$ cat src/rtl/debounce_pkg.sv
// Shared types and defaults for the debounce filter.
package debounce_pkg;

    // Default synchronizer depth on the raw input.
    localparam int unsigned SYNC_STAGES_DEF   = 2;
    // Default number of consecutive synchronized cycles needed to accept a new level.
    localparam int unsigned STABLE_CYCLES_DEF = 16;

    // Filter states: two settled levels plus a qualification state for each direction.
    typedef enum logic [1:0] {
        S_LOW      = 2'd0,
        S_RISE_CHK = 2'd1,
        S_HIGH     = 2'd2,
        S_FALL_CHK = 2'd3
    } state_t;

    // Debounced level presented while in a given state.
    function automatic logic level_of(input state_t s);
        return (s == S_HIGH) || (s == S_FALL_CHK);
    endfunction

    // True while a candidate level change is being qualified.
    function automatic logic is_check(input state_t s);
        return (s == S_RISE_CHK) || (s == S_FALL_CHK);
    endfunction

endpackage

$ cat src/rtl/sync_chain.sv
// Multi-flop synchronizer bringing an asynchronous level into the clk domain.
module sync_chain #(
    parameter int unsigned DEPTH = 2
) (
    input  logic clk,
    input  logic rst,
    input  logic d,
    output logic q
);

    if (DEPTH < 2) begin : g_bad_depth
        $error("sync_chain: DEPTH must be at least 2");
    end

    logic [DEPTH-1:0] stages;

    // Shift the raw level through the chain; reset clears every stage.
    always_ff @(posedge clk or posedge rst) begin
        if (rst) begin
            stages <= '0;
        end else begin
            stages[0] <= d;
            for (int unsigned i = 1; i < DEPTH; i++) begin
                stages[i] <= stages[i-1];
            end
        end
    end

    assign q = stages[DEPTH-1];

endmodule

$ cat src/rtl/debounce_filter.sv
// Debounce filter: synchronizes a bouncing input and only accepts a new level
// once it has been seen for STABLE_CYCLES consecutive synchronized cycles.
module debounce_filter
    import debounce_pkg::*;
#(
    parameter int unsigned SYNC_STAGES   = SYNC_STAGES_DEF,
    parameter int unsigned STABLE_CYCLES = STABLE_CYCLES_DEF
) (
    input  logic clk,
    input  logic rst,
    input  logic din,
    output logic dout,
    output logic rise_pulse,
    output logic fall_pulse,
    output logic busy
);

    if (SYNC_STAGES < 2) begin : g_bad_sync
        $error("debounce_filter: SYNC_STAGES must be at least 2");
    end
    if (STABLE_CYCLES < 2) begin : g_bad_stable
        $error("debounce_filter: STABLE_CYCLES must be at least 2");
    end

    localparam int unsigned    CNT_W    = $clog2(STABLE_CYCLES + 1);
    localparam logic [CNT_W-1:0] CNT_ONE  = CNT_W'(1);
    localparam logic [CNT_W-1:0] CNT_LAST = CNT_W'(STABLE_CYCLES - 1);

    logic             din_s;
    state_t           state;
    state_t           next_state;
    logic [CNT_W-1:0] cnt;
    logic [CNT_W-1:0] next_cnt;
    logic             next_dout;
    logic             next_rise;
    logic             next_fall;
    logic             next_busy;

    // Only the synchronized level is used past this point.
    sync_chain #(
        .DEPTH (SYNC_STAGES)
    ) u_sync (
        .clk (clk),
        .rst (rst),
        .d   (din),
        .q   (din_s)
    );

    // Next-state, qualification counter and next output values.
    always_comb begin
        next_state = state;
        next_cnt   = '0;
        next_rise  = 1'b0;
        next_fall  = 1'b0;

        case (state)
            S_LOW: begin
                if (din_s) begin
                    next_state = S_RISE_CHK;
                    next_cnt   = CNT_ONE;
                end
            end
            S_RISE_CHK: begin
                if (!din_s) begin
                    next_state = S_LOW;
                end else if (cnt == CNT_LAST) begin
                    next_state = S_HIGH;
                    next_rise  = 1'b1;
                end else begin
                    next_cnt = cnt + CNT_ONE;
                end
            end
            S_HIGH: begin
                if (!din_s) begin
                    next_state = S_FALL_CHK;
                    next_cnt   = CNT_ONE;
                end
            end
            S_FALL_CHK: begin
                if (din_s) begin
                    next_state = S_HIGH;
                end else if (cnt == CNT_LAST) begin
                    next_state = S_LOW;
                    next_fall  = 1'b1;
                end else begin
                    next_cnt = cnt + CNT_ONE;
                end
            end
            default: begin
                next_state = S_LOW;
            end
        endcase

        next_dout = level_of(next_state);
        next_busy = is_check(next_state);
    end

    // State, counter and registered outputs; reset forces everything low at once.
    always_ff @(posedge clk or posedge rst) begin
        if (rst) begin
            state      <= S_LOW;
            cnt        <= '0;
            dout       <= 1'b0;
            rise_pulse <= 1'b0;
            fall_pulse <= 1'b0;
            busy       <= 1'b0;
        end else begin
            state      <= next_state;
            cnt        <= next_cnt;
            dout       <= next_dout;
            rise_pulse <= next_rise;
            fall_pulse <= next_fall;
            busy       <= next_busy;
        end
    end

endmodule

$ cat config.mk
export PLATFORM = sky130hd
export DESIGN_NAME = debounce_filter
export DESIGN_NICKNAME = d
export VERILOG_FILES = /design/src/rtl/debounce_pkg.sv /design/src/rtl/sync_chain.sv /design/src/rtl/debounce_filter.sv
export SDC_FILE = /design/constraint.sdc
export NUM_CORES = 1
export LEC_CHECK = 0
export CORE_AREA = 2 2 39 41
export DETAILED_ROUTE_END_ITERATION = 10
export DIE_AREA = 0 0 41 43
export SYNTH_ARGS = -nofsm -noshare
export SYNTH_HDL_FRONTEND = slang
export SYNTH_SLANG_ARGS = --single-unit
$ cat constraint.sdc
create_clock -name clk -period 3.1 [get_ports clk]
set_clock_uncertainty 0.15 [all_clocks]
set_input_delay 0.62 -clock clk [delete_from_list [all_inputs] [get_ports clk]]
set_output_delay 0.62 -clock clk [all_outputs]
set_load 0.05 [all_outputs]
### Yosys cells after proc, flatten, opt, wreduce, memory -nomap -nowiden

Cells that the tools add are included.

* bits in registers: 13
* input port bits: 3
* output and inout port bits: 4
* logic and storage cells: 36

* add/sub/neg operators: 1
* eq/ne operators: 7
* mux-type cells: 18
* reduce and logical (&&, ||, !) cells: 3

Operator list (number)
* $pmux W5 S4: 1
* $mux W5: 3
* $mux W2: 6
* $eq A2 B2 Y1 const B: 4
* $pmux W2 S4: 1
* $mux W1: 7
* $add A5 B1 Y5 const B: 1
* $eq A5 B4 Y1 const B: 1
* $eq A2 B1 Y1 const B: 2
* $logic_not A2 Y1: 1
* $logic_or A1 B1 Y1: 2

### Depth between registers and ports, before layout

* depth after elaboration: 6
* mapped depth: 4
* gate-level depth less buffers: 4

### Cells and area by module

Synthesis repeated with hierarchy kept, for this count alone.

* cells, all modules: 38
* area total of the unflattened synthesis: 490.5 um2

Modules (own cells, without submodules)
* debounce_filter: instances 1, cells each 35, area an instance 436.7 um2, sequential area each 250.2 um2
* sync_chain: instances 1, cells each 3, area an instance 53.8 um2, sequential area each 50.0 um2

### Least setup slack after synthesis

No wires, ideal clock.

* path kind: flip-flop to flip-flop
* from: reg cnt[0]
* to: reg dout
* library setup time: 125 ps
* arrival: 1283 ps
* data required time: 2825 ps
* slack: 1542 ps
* stages on the path, launching flop included: 5
* path buffers: 0
* period minus slack after synthesis: 1558 ps
* cell sequence: dfrtp_1 ha_1 and2b_2 nand4_4 mux2_2

* cells in the longest elaborated chain, start to end: 6
* elaborated cells between the ends (all ways): 9
* classes of those cells: eq/ne: 3; mux: 5; reduce/logical: 1

Ends and longest elaborated chain
* start, declared: RTL line debounce_filter.sv:32 `logic [CNT_W-1:0] cnt;`
* start signal, assigned: RTL line debounce_filter.sv:109 `cnt <= next_cnt;`
* $eq A5 B4 Y1 *: RTL line debounce_filter.sv:66, debounce_filter.sv:82
* $mux W2, on equally long branches: RTL line debounce_filter.sv:82, debounce_filter.sv:66
* $mux W2, on equally long branches: RTL line debounce_filter.sv:80, debounce_filter.sv:64
* $pmux W2 S4 *: RTL line debounce_filter.sv:56 `case (state)`
* $eq A2 B2 Y1: RTL line debounce_pkg.sv:19 `return (s == S_HIGH) || (s == S_FALL_CHK);`
* $logic_or A1 B1 Y1 *: RTL line debounce_pkg.sv:19
* net next_dout: RTL line debounce_filter.sv:34 `logic next_dout;`
* end signal, assigned: RTL line debounce_filter.sv:110 `dout <= next_dout;`
* end, declared: RTL line debounce_filter.sv:12 `output logic dout,`

The timed path passes the listed nets; every way through them passes the cells marked *.

==> run_results.csv <==
group,metric,value,unit
logic_synthesis,synth.avg_cell_area,13.3,µm²
power,combPwrFrac,6.4,%
critical_path,crit_slowest_cell,"clkdlybuf4s50_1",
routing,drt-initial-drc-count,3,
placed_design,placed_cells,59,
cells_and_area,stdcell_count,62,
power,intPower,0.212,mW
logic_synthesis,synth_ff_type,"dfrtp_1",
logic_synthesis,syn_area,492,µm²
logic_synthesis,syn_nets,41,
placed_design,port_buffers,6,
cells_and_area,area_growth,20.9,%
cells_and_area,antenna_cells,0,
logic_synthesis,synth_async_sr_flop_share,100,%
power,seq_power_share,60.9,%
critical_path,crit_path_cell_trace,"clkdlybuf4s50_1",
global_routing,grt_use_total,12.6,%
clocking,htreeDepth,1,
sta,fmax,440,MHz
sta,slew_viol_final,0,
sta,min_period,2.27,ns
die,die-area,1760,µm²
sta,setup_viol,0,
logic_synthesis,yosys.area.top_type,"dfrtp_1",
flow_run,drv_cap,0,
routing,drc,0,
critical_path,path_delay_family,"buffers and inverters",
critical_path,endpoint_kind,"output port",
routing,detail_route.wl_per_cell,12.8,µm
routing,ant_nets,0,
critical_path,r2r_slack,1.45,ns
critical_path,start_kind,"flip-flop",
logic_synthesis,yosysUniqueCellTypes,17,
cells_and_area,drive_gt1_share,23.9,%
power,clkPwrFrac,32.7,%
sta,rsz0062_at_grt,"false",
hold_path,hold_depth,0,
die,io_pins,7,
sta,worst_pin_slew,0.494,ns
clocking,clock_path_buffers,2,
clocking,cts_root_buf,"clkbuf_4",
power,p_sw,0.0572,mW
global_routing,antenna_found_initial,0,
power,cellPowerDensity,454,nW/µm²
clocking,clkLatencyLatePin,0.26,ns
routing,vias_per_cell,4.81,
global_routing,grt_pass1_vias,347,
logic_synthesis,ys_seq_area_share,61.1,%
power,p_leak,0.267,nW
power,ir_worst_vdd,0.200,mV
die,initial_core_util,35.5,%
logic_synthesis,synthCells,37,
clocking,tritoncts,"done",
logic_synthesis,ys_top_cells_by_area,"dfrtp_1, mux2_2, nand4_4, a311oi_2, nand2_1",
die,fp-row-count,14,
logic_synthesis,synth.ff_latch_count,12,
clocking,post-cts-setup-buffers,0,
sta,setup_tns,0,ns
logic_synthesis,yosysMostFrequentCell,"dfrtp_1",
global_routing,grt_pass1_wl,1390,µm
critical_path,cp_num_buf_inv,1,
critical_path,reg2reg_to,"dout$_DFF_PP0_",
critical_path,r2r_cells,4,
die,die_height,43,µm
cells_and_area,nets,52,
sta,slew_headroom,66.9,%
logic_synthesis,yosys-top-cells-count,"dfrtp_1, nand2_1, mux2_2",
sta,hold_viol,0,
clocking,cts_sinks,12,
logic_synthesis,netlist.area_leader.share,61.1,%
logic_synthesis,synth_edf_count,0,
sta,whs,0.207,ns
power,swShare,21.2,%
status,status,"completed",
routing,wl,794,µm
critical_path,worst-setup-path-type,"flip-flop to output port",
clocking,cts_resized,0,
critical_path,path_max_fanout,4,
hold_path,min_to,"u_sync.stages[1]$_DFF_PP0_",
die,core,1380,µm²
clocking,cts_hold_buffers,0,
hold_path,worstHoldPathType,"flip-flop to flip-flop",
hold_path,holdCritStartpoint,"u_sync.stages[0]$_DFF_PP0_",
power,totalPowerFinal,0.270,mW
critical_path,worst_ep_required_time,2.33,ns
sta,final.period_utilization,73.3,%
routing,first_pass_iters,3,
logic_synthesis,yosys_warnings,0,
critical_path,cpPeakStageDelay,0.82,ns
global_routing,overflow,0,
critical_path,r2r-start,"cnt[0]$_DFF_PP0_",
critical_path,arrival,1.50,ns
die,die_w,41,µm
clocking,cts_buffers,3,
placed_design,routabilityCongestion,0.603,
routing,via_count,298,
global_routing,grt_max_degree,13,
clocking,clkTransAtPathRegs,0.07,ns
## per-stage QoR
| stage | worst slack [ns] | cell area [µm²] | utilization [%] |
|---|---|---|---|
| after detailed placement | 1.10 | 572 | 41.3 |
| after global routing | 0.762 | 594 | 42.9 |
| final | 0.827 | 594 | 42.9 |
| after floorplan | 1.54 | 492 | - |
| after global placement | 1.11 | 572 | 41.3 |
| after CTS | 0.807 | 594 | 42.9 |
## power groups by stage
stage / combinational, mW / sequential (mW) / clock, mW
after floorplan: 0.00951 / 0.169 / 0
after global routing: 0.0193 / 0.165 / 0.102
after global placement: 0.0169 / 0.167 / 0
after detailed placement: 0.0178 / 0.167 / 0
after CTS: 0.0177 / 0.164 / 0.0940
final: 0.0172 / 0.164 / 0.0882
## registers in the layout, summed over array words and instances, names as in the netlist
name           cells
cnt                5
dout               1
fall_pulse         1
rise_pulse         1
state              2
u_sync.stages      2
## final cells by class
type                            instances  area, µm²
Fill cell                             142        790
Sequential cell                        12        300
Clock buffer                            3       22.5
Tap cell                               16       20.0
Multi-Input combinational cell         23        184
Inverter                                2       7.51
Timing Repair Buffer                    6       60.1
## worst reg2reg max path, stage by stage, from the launching register on
cell,delay (ns)
dfrtp_1,0.41
ha_1,0.25
and2b_2,0.24
nand4_4,0.13
mux2_2,0.34
## worst max path at each step
stage / from / slack [ns] / depth (start not counted) / end
2_1_floorplan: cnt[0]$_DFF_PP0_ / 1.54 / 4 / dout$_DFF_PP0_
3_3_place_gp: state[0]$_DFF_PP0_ / 1.11 / 1 / busy
3_5_place_dp: state[0]$_DFF_PP0_ / 1.10 / 1 / busy
4_1_cts: state[0]$_DFF_PP0_ / 0.81 / 1 / busy
5_1_grt: state[0]$_DFF_PP0_ / 0.76 / 1 / busy
6_report: state[0]$_DFF_PP0_ / 0.83 / 1 / busy
## cell usage in the layout, fill, tap and decap left out
master,instances
and2b_2,1
nand2_1,4
and2_2,1
xor2_1,1
nand3_1,2
a21oi_1,1
clkdlybuf4s50_1,6
ha_1,1
nor3b_1,2
mux2_2,3
and3_2,1
clkbuf_4,3
nand4_4,1
nand3b_1,1
a311oi_2,1
dfrtp_1,12
nor2_1,2
inv_1,2
xnor2_1,1
## kinds of logic after synthesis
| logic type | Yosys count | synth area share, % |
|---|---|---|
| compound gates | 2 | 4.07 |
| xor+xnor | 2 | 3.56 |
| fa+ha+maj | 1 | 2.54 |
| buf+inv | 2 | 1.53 |
| flops | 12 | 61.1 |
| mux | 3 | 6.87 |
| simple gates | 15 | 20.4 |
## metal layers
metal  vias up  track usage (%)  routed length (µm)
li1        146                -                   -
met1       148             10.9                 280
met2         4             21.9                 493
met3         0             4.71                  20
met4         0             8.00                   0
met5         -                0                   0
(Power assumes the default switching activity.)
